**src/rtl/alu_pkg.sv**
```systemverilog
// Shared ALU definitions used by the normalizer.
// Contents: normalizer FSM state enum, coarse step size, and the
// unsigned/signed mode encodings driven on signed_mode.
package alu_pkg;

    typedef enum logic [1:0] {
        NORM_IDLE  = 2'd0,
        NORM_SHIFT = 2'd1,
        NORM_DONE  = 2'd2
    } norm_state_e;

    localparam int   NORM_STEP     = 8;
    localparam logic NORM_UNSIGNED = 1'b0;
    localparam logic NORM_SIGNED   = 1'b1;

endpackage

```
**src/rtl/norm_shift_unit_if.sv**
```systemverilog
// Start/done handshake and result bus of the normalizer.
// Ports (signals):
//   start        request pulse, sampled only while the unit is idle
//   signed_mode  0 = count leading zeros, 1 = count redundant sign bits
//   data_in      operand, sampled with start
//   busy         unit is working or presenting a result
//   done         one-cycle pulse, results valid
//   data_out     normalized operand
//   shift_count  left-shift amount applied (0..WIDTH)
//   zero         operand was all zeros
// Modports: master drives requests (ALU / bench), slave is the normalizer.
interface norm_shift_unit_if #(
    parameter int WIDTH = 32,
    parameter int CNT_W = $clog2(WIDTH) + 1
);
    logic             start;
    logic             signed_mode;
    logic [WIDTH-1:0] data_in;
    logic             busy;
    logic             done;
    logic [WIDTH-1:0] data_out;
    logic [CNT_W-1:0] shift_count;
    logic             zero;

    modport master (
        output start, signed_mode, data_in,
        input  busy, done, data_out, shift_count, zero
    );

    modport slave (
        input  start, signed_mode, data_in,
        output busy, done, data_out, shift_count, zero
    );
endinterface

```
**src/rtl/norm_step_detect.sv**
```systemverilog
// Combinational step decision for the normalizer working register.
// Ports:
//   work         current working register
//   cnt          shift amount applied so far
//   signed_mode  latched mode (NORM_UNSIGNED / NORM_SIGNED)
//   finish       normalization complete this cycle
//   fast_ok      an 8-bit step is safe this cycle
// Optional macro NORM_FAST_STEP_EN enables the 8-bit step check; without
// it fast_ok is constant 0 and the unit advances one bit per cycle.
module norm_step_detect
    import alu_pkg::*;
#(
    parameter int WIDTH = 32,
    parameter int CNT_W = $clog2(WIDTH) + 1
) (
    input  logic [WIDTH-1:0] work,
    input  logic [CNT_W-1:0] cnt,
    input  logic             signed_mode,
    output logic             finish,
    output logic             fast_ok
);

    logic last_s;
    assign last_s = (cnt == CNT_W'(WIDTH - 1));

    // Completion: top bit set (unsigned) or sign bit differs from the next (signed).
    always_comb begin
        finish = 1'b0;
        if (signed_mode == NORM_SIGNED) begin
            finish = (work[WIDTH-1] != work[WIDTH-2]) || last_s;
        end else begin
            finish = work[WIDTH-1] || last_s;
        end
    end

`ifdef NORM_FAST_STEP_EN
    logic [NORM_STEP:0] top_s;
    logic               room_s;
    assign top_s  = work[WIDTH-1 -: NORM_STEP + 1];
    // The count may never pass WIDTH-1 through a coarse step.
    assign room_s = ({1'b0, cnt} + (CNT_W + 1)'(NORM_STEP)) <= (CNT_W + 1)'(WIDTH - 1);

    // Coarse step: eight zeros on top, or nine identical sign bits.
    always_comb begin
        fast_ok = 1'b0;
        if (signed_mode == NORM_SIGNED) begin
            fast_ok = room_s && ((&top_s) || ~(|top_s));
        end else begin
            fast_ok = room_s && ~(|top_s[NORM_STEP:1]);
        end
    end
`else
    assign fast_ok = 1'b0;
`endif

endmodule

```
**src/rtl/norm_shift_unit.sv**
```systemverilog
// Iterative normalizer: finds the left shift that normalizes an operand
// (leading zeros when unsigned, redundant sign bits when signed) and
// returns that amount with the shifted value, over a start/done handshake.
// Ports:
//   clock  rising-edge clock
//   reset  synchronous, active-high reset; aborts any operation silently
//   bus    norm_shift_unit_if.slave (start, signed_mode, data_in,
//          busy, done, data_out, shift_count, zero)
// Optional macro NORM_FAST_STEP_EN (in norm_step_detect) allows 8-bit
// steps; results are identical, only latency shrinks.
module norm_shift_unit #(
    parameter int WIDTH = 32,
    parameter int CNT_W = $clog2(WIDTH) + 1
) (
    input  logic               clock,
    input  logic               reset,
    norm_shift_unit_if.slave   bus
);
    import alu_pkg::*;

    norm_state_e      state_r;
    logic [WIDTH-1:0] work_r;
    logic [CNT_W-1:0] cnt_r;
    logic             mode_r;
    logic             zero_pend_r;
    logic             busy_r;
    logic             done_r;
    logic [WIDTH-1:0] data_out_r;
    logic [CNT_W-1:0] shift_count_r;
    logic             zero_r;
    logic             finish_s;
    logic             fast_ok_s;

    norm_step_detect #(
        .WIDTH (WIDTH),
        .CNT_W (CNT_W)
    ) u_detect (
        .work        (work_r),
        .cnt         (cnt_r),
        .signed_mode (mode_r),
        .finish      (finish_s),
        .fast_ok     (fast_ok_s)
    );

    // Control FSM, working register, counter and registered results.
    always_ff @(posedge clock) begin
        if (reset) begin
            state_r       <= NORM_IDLE;
            work_r        <= '0;
            cnt_r         <= '0;
            mode_r        <= NORM_UNSIGNED;
            zero_pend_r   <= 1'b0;
            busy_r        <= 1'b0;
            done_r        <= 1'b0;
            data_out_r    <= '0;
            shift_count_r <= '0;
            zero_r        <= 1'b0;
        end else begin
            case (state_r)
                NORM_IDLE: begin
                    done_r <= 1'b0;
                    if (bus.start) begin
                        work_r      <= bus.data_in;
                        cnt_r       <= '0;
                        mode_r      <= bus.signed_mode;
                        // A zero operand still spends one cycle in SHIFT so
                        // that its latency matches a zero-shift operand.
                        zero_pend_r <= (bus.data_in == '0);
                        busy_r      <= 1'b1;
                        state_r     <= NORM_SHIFT;
                    end else begin
                        busy_r <= 1'b0;
                    end
                end
                NORM_SHIFT: begin
                    if (zero_pend_r) begin
                        data_out_r    <= '0;
                        shift_count_r <= (mode_r == NORM_SIGNED) ? CNT_W'(0) : CNT_W'(WIDTH);
                        zero_r        <= 1'b1;
                        done_r        <= 1'b1;
                        state_r       <= NORM_DONE;
                    end else if (finish_s) begin
                        data_out_r    <= work_r;
                        shift_count_r <= cnt_r;
                        zero_r        <= 1'b0;
                        done_r        <= 1'b1;
                        state_r       <= NORM_DONE;
                    end else if (fast_ok_s) begin
                        work_r <= work_r << NORM_STEP;
                        cnt_r  <= cnt_r + CNT_W'(NORM_STEP);
                    end else begin
                        work_r <= {work_r[WIDTH-2:0], 1'b0};
                        cnt_r  <= cnt_r + CNT_W'(1);
                    end
                end
                NORM_DONE: begin
                    done_r  <= 1'b0;
                    busy_r  <= 1'b0;
                    state_r <= NORM_IDLE;
                end
                default: begin
                    done_r  <= 1'b0;
                    busy_r  <= 1'b0;
                    state_r <= NORM_IDLE;
                end
            endcase
        end
    end

    assign bus.busy        = busy_r;
    assign bus.done        = done_r;
    assign bus.data_out    = data_out_r;
    assign bus.shift_count = shift_count_r;
    assign bus.zero        = zero_r;

endmodule

```
**src/flat_wrapper.sv**
```systemverilog
// flat-port wrapper written by rule: the top's interface ports become plain ports
module norm_shift_unit_flat import alu_pkg::*;
#(
    parameter int WIDTH = 32,
    parameter int CNT_W = $clog2(WIDTH) + 1
)
  (clock, reset, bus_start, bus_signed_mode, bus_data_in, bus_busy, bus_done, bus_data_out, bus_shift_count, bus_zero);
  norm_shift_unit_if #(.WIDTH(WIDTH), .CNT_W(CNT_W)) bus_i ();
  input  logic clock;
  input  logic reset;
  input wire logic [$bits(bus_i.start)-1:0] bus_start;
  input wire logic [$bits(bus_i.signed_mode)-1:0] bus_signed_mode;
  input wire logic [$bits(bus_i.data_in)-1:0] bus_data_in;
  output wire logic [$bits(bus_i.busy)-1:0] bus_busy;
  output wire logic [$bits(bus_i.done)-1:0] bus_done;
  output wire logic [$bits(bus_i.data_out)-1:0] bus_data_out;
  output wire logic [$bits(bus_i.shift_count)-1:0] bus_shift_count;
  output wire logic [$bits(bus_i.zero)-1:0] bus_zero;
  assign bus_i.start = bus_start;
  assign bus_i.signed_mode = bus_signed_mode;
  assign bus_i.data_in = bus_data_in;
  assign bus_busy = bus_i.busy;
  assign bus_done = bus_i.done;
  assign bus_data_out = bus_i.data_out;
  assign bus_shift_count = bus_i.shift_count;
  assign bus_zero = bus_i.zero;
  norm_shift_unit #(.WIDTH(WIDTH), .CNT_W(CNT_W)) u_core (.clock(clock), .reset(reset), .bus(bus_i));
endmodule
```
**config.mk**
```make
export PLATFORM = sky130hd
export DESIGN_NAME = norm_shift_unit_flat
export DESIGN_NICKNAME = d
export VERILOG_FILES = /design/src/rtl/alu_pkg.sv /design/src/rtl/norm_shift_unit_if.sv /design/src/rtl/norm_step_detect.sv /design/src/rtl/norm_shift_unit.sv /design/src/flat_wrapper.sv
export SDC_FILE = /design/constraint.sdc
export NUM_CORES = 1
export LEC_CHECK = 0
export BUFFER_PORTS_ARGS = -buffer_cell sky130_fd_sc_hd__buf_4
export CAP_MARGIN = 20
export CORE_MARGIN = 2
export CORE_UTILIZATION = 50
export CTS_CLUSTER_DIAMETER = 120
export CTS_CLUSTER_SIZE = 40
export DETAILED_ROUTE_END_ITERATION = 8
export PLACE_DENSITY = 0.86
export RECOVER_POWER = 50
export SETUP_SLACK_MARGIN = 0.05
export SLEW_MARGIN = 20
export SYNTH_ARGS = -nofsm -noshare
export SYNTH_HDL_FRONTEND = slang
export SYNTH_SLANG_ARGS = --single-unit
```
**constraint.sdc**
```tcl
create_clock -name clock -period 1.9 [get_ports clock]
set_clock_uncertainty 0.2 [all_clocks]
set_input_delay 0.095 -clock clock [delete_from_list [all_inputs] [get_ports clock]]
set_output_delay 0.095 -clock clock [all_outputs]
set_load 0.05 [all_outputs]
```
Yosys cells after proc, flatten, opt, wreduce, memory -nomap -nowiden --
Index checks and enable logic that the tools add are counted.
Cells by class: bitwise logic cells 1, muxes and demuxes 24, eq/ne operators 7, reductions and logical operators 11, add/subtract/negate cells 1
Operators with widths (number):
- 2-to-1 mux 32 bit | 5
- case mux 32 bit (2 select lines) | 1
- 2-to-1 mux 6 bit | 6
- zero test 32 bit | 1
- case mux 6 bit (2 select lines) | 1
- adder 6 x 1 -> 6 bit, second input constant | 1
- == test 6 x 5 -> 1 bit, second input constant | 1
- 2-to-1 mux 1 bit | 6
- 2-to-1 mux 2 bit | 3
- inequality test 2 bit, second input constant | 3
- AND reduction 2 bit | 3
- case mux 2 bit (2 select lines) | 1
- AND reduction 4 bit | 1
- nonzero test 2 bit | 2
- inequality test 3 x 1 -> 1 bit, second input constant | 1
- == test 2 x 1 -> 1 bit, second input constant | 1
- zero test 2 bit | 1
- logical OR 1 bit | 2
- case mux 1 bit (2 select lines) | 1
- OR reduction 2 bit | 1
- inequality test 1 bit | 1
- NOT 1 bit | 1
Storage, ports and cells: logic and storage cells 54, input port bits 36, output and inout bits 41, register bits after elaboration 83

Longest topological paths before layout --
Gate-level depths: netlist of the first run.
depth after elaboration 6, gate-level depth with buffers 7, mapped depth without buffers 5

Cells and area by module --
From an unflattened synthesis of the first run, not the netlist that was laid out.
Second synthesis, totals: cells, all modules 398, area, all modules 3616.0 µm²
By module, submodules not included:
- norm_shift_unit | area an instance 3574.7 µm², sequential area each 1661.6 µm², cells each 391, times used 1
- norm_step_detect | area an instance 41.3 µm², sequential area each 0.0 µm², cells each 7, times used 1

Worst setup path before layout of the first run --
OpenSTA, ideal clock, no wires.
path kind flip-flop to flip-flop, start register u_core.cnt_r[0], end register u_core.shift_count_r[5], in the netlist u_core.bus.shift_count[5], path buffers 2, slack -0.150 ns, required time 1.577 ns, setup time 0.123 ns, data arrival time 1.726 ns, stages on the path, launching flop included 8, period minus slack after synthesis 2.050 ns, cells stage by stage dfxtp_1 -> ha_1 -> nand2_1 -> or3_1 -> buf_2 -> a21oi_4 -> buf_6 -> mux2_1
On the way: longest elaborated chain between the ends 5, elaborated cells between the ends (all ways) 6, classes of those cells eq/ne (1); mux (1); reduce/logical (4)
RTL lines:
- start, declared | RTL line norm_shift_unit.sv:23 | logic [CNT_W-1:0] cnt_r;
- start signal, assigned | RTL line norm_shift_unit.sv:90 | cnt_r <= cnt_r + CNT_W'(NORM_STEP);
- start signal, assigned | RTL line norm_shift_unit.sv:93 | cnt_r <= cnt_r + CNT_W'(1);
- == test 6 x 5 -> 1 bit * | RTL line norm_step_detect.sv:24 | assign last_s = (cnt == CNT_W'(WIDTH - 1));
- logical OR 1 bit (on tied branches) | RTL line norm_step_detect.sv:32, norm_step_detect.sv:30
- 2-to-1 mux 1 bit * | RTL line norm_step_detect.sv:29 | if (signed_mode == NORM_SIGNED) begin
- nonzero test 2 bit (no line) *
- AND reduction 2 bit (no line) *
- end signal, assigned | RTL line norm_shift_unit.sv:78 | shift_count_r <= (mode_r == NORM_SIGNED) ? CNT_W'(0) : CNT_W'(WIDTH);
- end signal, assigned | RTL line norm_shift_unit.sv:84 | shift_count_r <= cnt_r;
- end, declared | RTL line norm_shift_unit.sv:29 | logic [CNT_W-1:0] shift_count_r;
Mark *: on every way between the ends. The rest lies on a longest branch, timed or not. A chain may end at the register's enable or synchronous reset.

Worst setup path in the final report of the first run --
start register u_core.cnt_r[1], end register u_core.data_out_r[5], in the netlist u_core.bus.data_out[5]
On the way: longest elaborated chain between the ends 5, elaborated cells between the ends (all ways) 6, classes of those cells eq/ne (1); mux (1); reduce/logical (4)
RTL lines:
- == test 6 x 5 -> 1 bit * | RTL line norm_step_detect.sv:24
- logical OR 1 bit (on tied branches) | RTL line norm_step_detect.sv:32, norm_step_detect.sv:30
- 2-to-1 mux 1 bit * | RTL line norm_step_detect.sv:29
- nonzero test 2 bit (no line) *
- AND reduction 2 bit (no line) *
- end signal, assigned | RTL line norm_shift_unit.sv:83 | data_out_r <= work_r;
- end, declared | RTL line norm_shift_unit.sv:28 | logic [WIDTH-1:0] data_out_r;
Marks and branches as above.

==> reports/metrics.yaml, run 1 <==
clocking:
  root_buffer: "clkbuf_8"
  cts_tree: "built"
  cts_num_sinks: 83
  clk_pin_slew_ps: 90
  clk_path_buf_depth: 2
  clkLatencyLatePin_ps: 360
  h-tree-depth: 3
  numCtsBuffers: 9
layout:
  drive_above_1_share: 0.288
  multi_input_area_sq_um: 2270
  utilization: 0.726
  area_growth_syn_to_layout_pct: 40.1
  ff_latch_area_sq_um: 1680
  diodes: 0
  nFillCells: 558
  fin_cells: 667
  layout.nets: 597
synth:
  ys_seq_elements: 83
  async_reset_ff_frac: 0
  syn-cell-area_sq_um: 4010
  synth_top_area_share: 0.415
  synth_cells: 439
  synth.most_common_cell: "dfxtp_1"
  yosys.area.top_type: "dfxtp_1"
  syn-mean-instance-area_sq_um: 9.12
  synth.distinct_cells: 36
  synth_commonest_cells: "83 x dfxtp_1, 70 x nand2_1, 39 x nand2b_1"
  syn_nets: 476
  yosysWarnings: 0
  ys_seq_area_frac: 0.415
  ys_top_cells_by_area: "dfxtp_1 41%, mux2i_1 9.5%, or3b_2 7.9%"
  synth_edf_count: 0
  ys.flop_type: "dfxtp_1"
sta:
  tightest_slew_ps: 630
  hold_viol: 0
  setup_ws_ps: -3.65
  setup_violations: 1
  rsz0062_at_grt: "true"
  fin_setup_tns_ps: -3.65
  finalMaxSlewViolations: 0
  max_slew_margin: 0.582
  period_share: 1.00
  fmax_mhz: 525
  fin_crit_ps: 1900
routing:
  avgViaCountPerCell: 6.05
  wl_per_cell_microns: 19.2
  dr_total_vias: 4035
  route.detailed.drc: 0
  wl_met2_mm: 6.54
  ant_nets: 0
  drtIter0Drc: 362
  wl_met1_mm: 5.10
  routed_wl_mm: 12.8
  top_layer: "met4"
  wl_met3_microns: 944
  dr.pass1.iters: 5
power:
  clkPwrFrac: 0.376
  seqPwrFrac: 0.413
  internal-power_mw: 3.48
  p_sw_mw: 1.29
  power_density_nw_per_um2: 851
  p_comb_frac: 0.211
  ir_worst_vdd_uv: 477
  switching_share: 0.271
  leakagePower_nw: 2.00
global_routing:
  grt_max_degree: 66
  antenna_found_initial: 0
  grt_use_total: 0.268
  grt_pass1_wl_mm: 18.5
  overflow: 0
  grt_pass1_vias: 3738
place:
  gp_congestion: 0.874
  dp_cells: 599
  dp_hpwl_mm: 6.93
  port_buffers: 76
critical_path:
  crit_path_start_kind: "register"
  crit_path_max_fanout: 8
  setup.worst_path.class: "reg2reg"
  arrival_ps: 1990
  setup.worst_path.end_class: "register"
  required_ps: 1990
status:
  violations: "setup timing"
  status: "complete, but fails checks"
die:
  die_y_microns: 93.5
  die-area_sq_um: 8740
  die_w_microns: 93.5
  ios: 77
  initial_core_util: 0.518
  core_sq_um: 7730
  core.rowCount: 32
job:
  cap_violations: 0
hold_path:
  hold_class: "in2reg"
==> what timing repair did <==
item,4_1_cts,5_1_grt
hold endpoints to repair,34,0
resized for setup,12,37
pin swaps,4,33
hold buffers,33,0
setup buffers,3,9
setup endpoints to repair,73,77
gates cloned,2,5
==> cells in the final DEF (no fill, tap or decap), types with 2 or more instances in the layout <==
cell	count
inv_1	3
buf_4	64
nand4_1	2
buf_6	9
clkbuf_1	41
nor4_1	7
nor2_1	2
mux2i_2	2
a31oi_1	3
dlygate4sd3_1	33
buf_16	2
a311oi_1	32
nand2b_1	38
a211oi_1	23
nand2_1	69
bufinv_16	5
nor2b_1	3
dfxtp_2	2
or3_1	5
a21oi_1	8
nor3_1	2
mux2i_1	36
or3b_2	36
dfxtp_4	3
o211ai_1	7
clkbuf_8	9
buf_12	4
a211oi_2	8
nand3_1	5
dfxtp_1	78
==> kinds of logic (layout without fill, tap and decap cells) <==
kind of cell,after synthesis,after routing,synth area share
simple gates,178,178,0.254
buf+inv,48,174,0.0525
fa+ha+maj,1,1,0.00312
compound gates,90,90,0.177
flops,83,83,0.415
mux,39,39,0.0978
==> critical path: stages, from the launching register on <==
cell and delay, ps:
dfxtp_2 370, ha_4 150, nand2_4 40, or3_4 350, a21oi_4 190, buf_6 160
buf_12 150, mux2i_2 210
==> power by group through the flow <==
stage	registers [mW]	logic, mW	clock network [mW]
3_3_place_gp	1.98	0.766	0
2_1_floorplan	2.03	0.494	0
4_1_cts	1.95	0.892	1.80
3_5_place_dp	1.99	0.793	0
6_report	1.97	1.01	1.80
5_1_grt	1.99	1.07	1.88
==> flip-flops by register name (all words and copies together), names as in the netlist <==
register                cells
u_core.cnt_r                6
u_core.bus.shift_count      6
u_core.zero_pend_r          1
u_core.bus.zero             1
u_core.bus.data_out        32
u_core.state_r              2
u_core.work_r              32
u_core.mode_r               1
u_core.bus.busy             1
u_core.bus.done             1
==> layout make-up <==
type | instances | share of cell area
inverter | 3 | 0.00201
multi-input combinational | 308 | 0.404
tap | 102 | 0.0227
clock inverter | 7 | 0.0292
timing repair buffer | 155 | 0.221
sequential | 83 | 0.298
clock buffer | 9 | 0.0221
==> per-layer routing <==
layer / vias to the layer above / GRT usage
met2: 225 / 0.465
met5: - / 0
met1: 1936 / 0.344
li1: 1845 / -
met3: 29 / 0.0403
met4: 0 / 0.0772
==> metrics by stage <==
stage	hold slack (ps)	power, mW	area, sq um	setup slack [ps]
2_1_floorplan	31.0	2.52	4030	-81.8
3_3_place_gp	162	2.75	4780	58.2
3_5_place_dp	167	2.78	4780	-24.2
4_1_cts	3.79	4.64	5520	10.6
5_1_grt	86.7	4.94	5610	-87.5
6_report	65.4	4.78	5610	-3.65
==> worst paths after layout <==
check	start	cells past startpoint	end	slack (ps)
min reg2reg	u_core.bus.busy$_SDFFE_PP0P_	2	u_core.bus.busy$_SDFFE_PP0P_	280
max reg2reg	u_core.cnt_r[1]$_SDFFE_PP0P_	7	u_core.bus.data_out[5]$_SDFFE_PP0P_	-4
min	bus_start	4	u_core.zero_pend_r$_SDFFE_PP0P_	70
max	u_core.cnt_r[1]$_SDFFE_PP0P_	7	u_core.bus.data_out[5]$_SDFFE_PP0P_	-4
No activity file was read; power rests on OpenSTA's default activity.
==> run 2, diff against run 1 <==
- CAP_MARGIN: 20 -> unset
- CORE_UTILIZATION: 50 -> 49
- SYNTH_HIERARCHICAL: unset -> 1
==> run 2 against run 1 <==
  * The flow still finishes with violations (setup timing)
  * Fmax down 8.3%
  * Die area down 7.5%
  * First-iteration DRC count up 12%
  * Clock power down 19%
  * Register-to-register slack worse by 170 ps
  * Sequential cell count unchanged
  * Core utilization down 2.0 points
  * Sequential share of layout area up 2.9 points
  * Global-route usage up 0.41 points
  * Non-clock buffer count down 6
  * Cell count down 5.8%
  * Area after synthesis down 9.7%
==> reports/metrics.yaml, run 2 <==
die:
  core.rowCount: 31  # -3.1%
  core_sq_um: 7210  # -6.6%
  die_y_microns: 89.9  # -3.8%
  die-area_sq_um: 8080  # -7.5%
  initial_core_util: 0.501  # -0.0171
  die_w_microns: 89.9  # -3.8%
  ios: 77  # unchanged
layout:
  layout.nets: 562  # -5.9%
  fin_cells: 628  # -5.8%
  most-common-layout-cells: "78 x dfxtp_1, 68 x buf_4, 45 x nand2_1, 38 x clkbuf_1, 36 x a21oi_1"
  area_growth_syn_to_layout_pct: 40.9
  diodes: 0  # unchanged
  drive_above_1_share: 0.234  # -0.0541
  final_common_cell: "dfxtp_1"
  final_cell_area_sq_um: 5100  # -9.2%
synth:
  synth_commonest_cells: "83 x dfxtp_1, 45 x nand2_1, 38 x a21oi_1"
  synth_compound_area_frac: 0.208  # +0.0309
  synthMuxAreaShare: 0.0720  # -0.0258
  ys_seq_area_frac: 0.460  # +0.0446
  synthAdderAreaFrac: 0.00692  # +0.00380
  synth.distinct_cells: 48  # +33%
  yosys.area.top_type: "dfxtp_1"
  synth-simple-area-share: 0.200  # -0.0543
  ys_top_cells_by_area: "dfxtp_1 46%, mux2i_1 7.2%, a21oi_1 5.3%"
  ys.flop_type: "dfxtp_1"
  yosysWarnings: 6  # +6
  async_reset_ff_frac: 0  # unchanged
  syn-cell-area_sq_um: 3620  # -9.7%
  syn-mean-instance-area_sq_um: 9.09  # -0.42%
  synth_top_family_by_area: "compound AO/OA/AOI/OAI gates"
  synth_edf_count: 0  # unchanged
  ys_seq_elements: 83  # unchanged
  synth.most_common_cell: "dfxtp_1"
  synth_top_area_share: 0.460  # +0.0446
  synthXorXnorAreaFrac: 0.00484  # +0.00484
  synth_cells: 398  # -9.3%
  syn_nets: 436  # -8.4%
critical_path:
  path_delay_family: "buffers and inverters"
  arrival_ps: 2120  # +130 ps
  setup.worst_path.class: "reg2reg"
  path_common_cell: "buf_4"
  worstPathCellList: "nand4b_1, o22ai_2, buf_4, nor4b_4, buf_4, nor2_4, buf_12, a211oi_1, nor3_2"
  required_ps: 1940  # -50 ps
  crit_slowest_cell: "dfxtp_1"
  worstPathBufferInverterCount: 3  # +1
  crit_path_start_kind: "register"
  crit_path_max_fanout: 10  # +2
  slowest_delay_ps: 360  # about the same
  setup.worst_path.end_class: "register"
power:
  ir_worst_vdd_uv: 486  # +2.0%
  p_comb_frac: 0.192  # -0.019
  switching_share: 0.288  # +0.0171
  seqPwrFrac: 0.462  # +0.049
  clkPwrFrac: 0.346  # -0.030
  power_density_nw_per_um2: 824  # -3.2%
  internal-power_mw: 2.99  # -14%
  p_sw_mw: 1.21  # -6.5%
  leakagePower_nw: 1.91  # -4.5%
sta:
  hold_viol: 0  # unchanged
  tightest_slew_ps: 642  # +12.3 ps
  period_share: 1.09  # +0.0902
  rsz0062_at_grt: "true"
  setup_ws_ps: -175  # -171 ps
  finalMaxSlewViolations: 0  # unchanged
  max_slew_margin: 0.574  # -0.00817
  fin_crit_ps: 2080  # +171 ps
  fmax_mhz: 482  # -8.3%
  setup_violations: 51  # +50
place:
  dpl_cell_area_sq_um: 4460  # -6.6%
  port_buffers: 76  # unchanged
  dp_cells: 570  # -4.8%
  gp_congestion: 0.899  # +2.9%
  dp_hpwl_mm: 6.89  # -0.58%
routing:
  ant_nets: 0  # unchanged
  top_layer: "met4"
  wl_met1_mm: 4.72  # -7.3%
  drtIter0Drc: 406  # +12%
  avgViaCountPerCell: 5.90  # -2.5%
  route.detailed.drc: 0  # unchanged
  wl_met2_mm: 6.00  # -8.2%
  dr.pass1.iters: 5  # unchanged
  wl_met3_microns: 784  # -17%
  routed_wl_mm: 11.9  # -7.2%
  wl_per_cell_microns: 19.0  # -1.4%
  dr_total_vias: 3704  # -8.2%
clocking:
  clk_pin_slew_ps: 90  # about the same
  h-tree-depth: 3  # unchanged
  clk_path_buf_depth: 2  # unchanged
  cts_num_sinks: 83  # unchanged
  numCtsBuffers: 9  # unchanged
  clkLatencyLatePin_ps: 360  # about the same
  root_buffer: "clkbuf_8"
  cts_tree: "built"
global_routing:
  overflow: 0  # unchanged
  grt_use_total: 0.272  # +0.00407
  grt_max_degree: 41  # -38%
  antenna_found_initial: 0  # unchanged
  grt_pass1_wl_mm: 17.7  # -4.2%
  grt_pass1_vias: 3522  # -5.8%
job:
  cap_violations: 0  # unchanged
hold_path:
  hold_class: "reg2reg"
status:
  violations: "setup timing"
  status: "complete, but fails checks"
-- run 2: cell types whose count changed in the layout (fill, tap and decap cells not counted), sizes merged, moves of 9 or more --
| cell | before | now |
|---|---|---|
| nor2 | 2 | 19 |
| nor3b | 0 | 9 |
| o21ai | 2 | 23 |
| a21oi | 10 | 38 |
| a22oi | 0 | 17 |
| a22o | 0 | 16 |
| nand3b | 1 | 25 |
| a311oi | 32 | 0 |
| nand2 | 70 | 47 |
| or3b | 36 | 1 |
| a211oi | 32 | 7 |
| mux2i | 38 | 26 |
| nand2b | 39 | 1 |
-- run 2: worst min-delay path: cells and delay by family, from the launching register on --
kind	cells	cell delay, ps
compound gates	1	50
flops	1	310
simple gates	1	50
-- run 2: cell type report --
| type | instances | area (sq um) |
|---|---|---|
| fillers | 551 | 2120 |
| repair buffers | 149 | 1160 |
| clock buffers | 11 | 141 |
| well taps | 99 | 124 |
| flip-flops and latches | 83 | 1670 |
| multi-input cells | 279 | 1910 |
| inverters | 2 | 7.51 |
| clock inverters | 5 | 86.3 |
-- run 2: routing by layer --
layer,GRT usage,up-vias
met2,0.472,218
li1,-,1710
met4,0.135,0
met5,0,-
met1,0.332,1737
met3,0.0369,39
-- run 2: logic make-up after synthesis --
kind of cell             Yosys count
AO/OA/AOI/OAI                    117
XOR/XNOR                           2
adder cells (fa/ha/maj)            2
buffers and inverters             36
flip-flops                        83
multiplexers                      26
other                              1
AND/OR/NAND/NOR                  131
-- run 2: power groups by stage --
stage	registers (mW)	clock network [mW]	logic, mW
after floorplan	1.97	0	0.369
after global placement	1.96	0	0.620
after detailed placement	1.96	0	0.636
after CTS	1.93	1.45	0.719
after global routing	1.95	1.53	0.851
final	1.94	1.45	0.805
-- run 2: worst paths after layout --
| check | slack, ps | startpoint | end | depth (start not counted) |
|---|---|---|---|---|
| worst min-delay path | 250 | u_core/bus.shift_count[2]$_SDFFE_PP0P_ | u_core/bus.shift_count[2]$_SDFFE_PP0P_ | 2 |
| worst max register to register | -180 | u_core/cnt_r[5]$_SDFFE_PP0P_ | u_core/work_r[4]$_SDFFE_PP0P_ | 9 |
| worst min register to register | 250 | u_core/bus.shift_count[2]$_SDFFE_PP0P_ | u_core/bus.shift_count[2]$_SDFFE_PP0P_ | 2 |
| worst max-delay path | -180 | u_core/cnt_r[5]$_SDFFE_PP0P_ | u_core/work_r[4]$_SDFFE_PP0P_ | 9 |
-- run 2: repair_timing --
action / CTS / global route
cloned: 0 / 1
hold buffers: 35 / 0
pin swaps: 8 / 5
hold endpoints to repair: 43 / 0
setup endpoints to repair: 52 / 70
setup buffers: 1 / 5
gates resized for setup: 17 / 17
-- run 2: metrics by stage --
step	hold slack [ps]	setup TNS, ps	power (mW)	setup WS, ps	util
after floorplan	3.62	-90.3	2.34	-45.4	-
after global placement	104	-1240	2.58	-62.3	0.618
after detailed placement	110	-3630	2.60	-199	0.618
after CTS	256	-1470	4.09	-99.3	0.706
after global routing	268	-7500	4.33	-218	0.706
final	251	-4220	4.20	-175	0.706
==> run 3, diff against run 2 <==
- ABC_AREA: unset -> 1
- BUFFER_PORTS_ARGS: -buffer_cell sky130_fd_sc_hd__buf_4 -> unset
- CORE_UTILIZATION: 49 -> 57
- DONT_BUFFER_PORTS: unset -> 1
- PLACE_DENSITY: 0.86 -> 0.85
==> run 3 against run 2 <==
  * The flow finishes with violations (hold timing)
  * Setup slack gained 240 ps
  * Die area down 9.6%
  * Clock power up 7%
  * Global-route usage up 7.2 points
  * Sequential share of layout area grew 2.4 points
  * Highest routed layer unchanged
==> reports/metrics.yaml, run 3 <==
status:
  status: "complete, but fails checks"
  violations: "hold timing"
power:
  leakagePower_nw: 1.85  # -2.6%
  power_density_nw_per_um2: 906  # +10%
  ir_worst_vdd_uv: 716  # +47%
die:
  die-area_sq_um: 7310  # -9.6%
  ios: 77  # unchanged
  die_w_microns: 85.5  # -4.9%
  core_sq_um: 6390  # -11%
  initial_core_util: 0.593  # +0.0917
  die_y_microns: 85.5  # -4.9%
  core.rowCount: 29  # -6.5%
clocking:
  cts_num_sinks: 83  # unchanged
  clkLatencyLatePin_ps: 360  # about the same
  clk_pin_slew_ps: 90  # about the same
  clk_path_buf_depth: 2  # unchanged
  hold_buffers: 48  # +37%
  cts_tree: "built"
  numCtsBuffers: 9  # unchanged
  h-tree-depth: 3  # unchanged
  root_buffer: "clkbuf_8"
critical_path:
  path_common_cell: "nand2_1"
  crit_path_max_fanout: 14  # +4
  slowest_delay_ps: 360  # about the same
  crit_slowest_cell: "dfxtp_1"
  rr_worst_depth: 9  # unchanged
  setup.worst_path.end_class: "register"
  worstPathBufferInverterCount: 1  # -2
  arrival_ps: 1910  # -210 ps
  crit_cells: 9  # unchanged
  setup.worst_path.class: "reg2reg"
  worstPathCellList: "nand2_1, nor2_1, nand2_1, nand2_1, nor2_4, nor2_4, buf_6, nand3_1, a21oi_1"
  crit_path_start_kind: "register"
  path_delay_family: "simple AND/OR/NAND/NOR gates"
  required_ps: 1970  # +30 ps
synth:
  synthMuxAreaShare: 0  # -0.0720
  syn_nets: 576  # +32%
  syn-mean-instance-area_sq_um: 7.04  # -23%
  synth_compound_area_frac: 0.150  # -0.0579
  synthXorXnorAreaFrac: 0  # -0.00484
  yosysWarnings: 6  # unchanged
  synth_commonest_cells: "137 x nand2_1, 83 x dfxtp_1, 82 x nand3_1"
  ys_seq_elements: 83  # unchanged
  synth.distinct_cells: 30  # -38%
  ys.flop_type: "dfxtp_1"
  synth_cells: 538  # +35%
  synth_edf_count: 0  # unchanged
  yosys.area.top_type: "dfxtp_1"
  ys_seq_area_frac: 0.439  # -0.0207
  ys_top_cells_by_area: "dfxtp_1 44%, nand2_1 14%, nand3_1 11%"
  synth.most_common_cell: "nand2_1"
  syn-cell-area_sq_um: 3790  # +4.7%
  synthAdderAreaFrac: 0.00661  # -0.000311
  synth_top_area_share: 0.439  # -0.0207
  synth-simple-area-share: 0.325  # +0.125
  async_reset_ff_frac: 0  # unchanged
  synth_top_family_by_area: "simple AND/OR/NAND/NOR gates"
place:
  dp_hpwl_mm: 7.08  # +2.6%
  port_buffers: 0  # -100%
  dpl_cell_area_sq_um: 4030  # -9.8%
  dpl_worst_slack_ps: 149  # +348 ps
  gp_congestion: 0.916  # +1.8%
global_routing:
  grt_pass1_wl_mm: 19.7  # +11%
  antenna_found_initial: 0  # unchanged
  overflow: 0  # unchanged
  grt_use_total: 0.343  # +0.0715
  grt_max_degree: 37  # -9.8%
  grt_pass1_vias: 4153  # +18%
sta:
  holdWs_ps: -414  # -665 ps
  fin_setup_tns_ps: 0  # +4220 ps
  finalMaxSlewViolations: 0  # unchanged
  setup_violations: 0  # -100%
  period_share: 0.966  # -0.126
  setup_ws_ps: 64.0  # +239 ps
  fin_crit_ps: 1840  # -239 ps
  tightest_slew_ps: 860  # +218 ps
  fmax_mhz: 545  # +13%
  hold_viol: 57  # +57
  max_slew_margin: 0.424  # -0.149
routing:
  dr.pass1.iters: 7  # +2
  drtIter0Drc: 688  # +69%
  ant_nets: 0  # unchanged
  wl_per_cell_microns: 18.6  # -2.1%
  route.detailed.drc: 0  # unchanged
  dr_total_vias: 4282  # +16%
  routed_wl_mm: 12.7  # +6.5%
  avgViaCountPerCell: 6.27  # +6.3%
layout:
  most-common-layout-cells: "136 x nand2_1, 82 x nand3_1, 81 x dfxtp_1, 48 x dlygate4sd3_1, 46 x o21ai_0"
  utilization: 0.743  # +0.0364
  drive_above_1_share: 0.0908  # -0.144
  nFillCells: 443  # -20%
  final_common_cell: "nand2_1"
  area_growth_syn_to_layout_pct: 25.3
  final_cell_area_sq_um: 4740  # -6.9%
  diodes: 0  # unchanged
  layout.nets: 639  # +14%
hold_path:
  hold_class: "in2reg"
  holdPathStages: 1  # -1
job:
  cap_violations: 0  # unchanged
==> run 3: cell count changes in the layout (fill, tap and decap cells not counted), sizes merged, moves of 9 or more <==
cell,previous run,this run
o21ai,23,48
a22oi,17,6
nand3b,25,1
inv,2,31
buf,76,19
clkbuf,49,30
nor2,19,49
a22o,16,1
nand2,47,142
nor3b,9,0
dlygate4sd3,35,48
mux2i,26,0
nand3,1,83
==> run 3: logic make-up (layout without fill, tap and decap cells) <==
group | after synthesis | after routing
AOI/OAI and AO/OA | 106 | 106
adders and majority gates | 2 | 2
buffers and inverters | 65 | 133
DFF | 83 | 83
other | 1 | 1
and+or+nand+nor | 281 | 281
==> run 3: timing repair <==
| item | CTS | global route |
|---|---|---|
| hold endpoints to repair | 68 | 57 |
| setup buffers | 0 | 2 |
| gates resized for setup | 0 | 16 |
| setup endpoints to repair | 0 | 54 |
==> run 3: cell type report <==
| type | instances | area [sq um] | share of cell area |
|---|---|---|---|
| timing repair buffer | 86 | 756 | 0.159 |
| inverter | 31 | 126 | 0.0266 |
| sequential | 83 | 1660 | 0.351 |
| clock inverter | 5 | 100 | 0.0211 |
| multi-input combinational | 390 | 1860 | 0.392 |
| tap | 77 | 96.3 | 0.0203 |
| clock buffer | 11 | 141 | 0.0298 |
==> run 3: power breakdown <==
group	switching (mW)	total (mW)	internal [mW]
clock	0.648	1.55	0.906
sequential	0.153	2.00	1.85
combinational	0.463	0.744	0.280
==> run 3: per-stage QoR <==
step                      total power, mW  instances
after floorplan                      2.43        538
after global placement               2.57        617
after detailed placement             2.59        617
after CTS                            4.20        681
after global routing                 4.44        683
final                                4.30        683
==> run 3: path summary, 6_finish.rpt <==
check | startpoint | end | slack (ps)
setup / recovery | u_core/cnt_r[2]$_SDFFE_PP0P_ | u_core/bus.data_out[6]$_SDFFE_PP0P_ | 60
hold / removal | reset | u_core/state_r[0]$_SDFFE_PP0P_ | -410
setup reg to reg | u_core/cnt_r[2]$_SDFFE_PP0P_ | u_core/bus.data_out[6]$_SDFFE_PP0P_ | 60
hold reg to reg | u_core/bus.data_out[2]$_SDFFE_PP0P_ | u_core/bus.data_out[2]$_SDFFE_PP0P_ | 260
==> run 3: routing by layer <==
metal  GRT usage  vias to the layer above  routed length [microns]
li1            -                     1904                        -
met4       0.211                        0                      714
met2       0.547                      357                     6010
met1       0.412                     1936                     4540
met3      0.0953                       85                     1420
met5           0                        -                        0
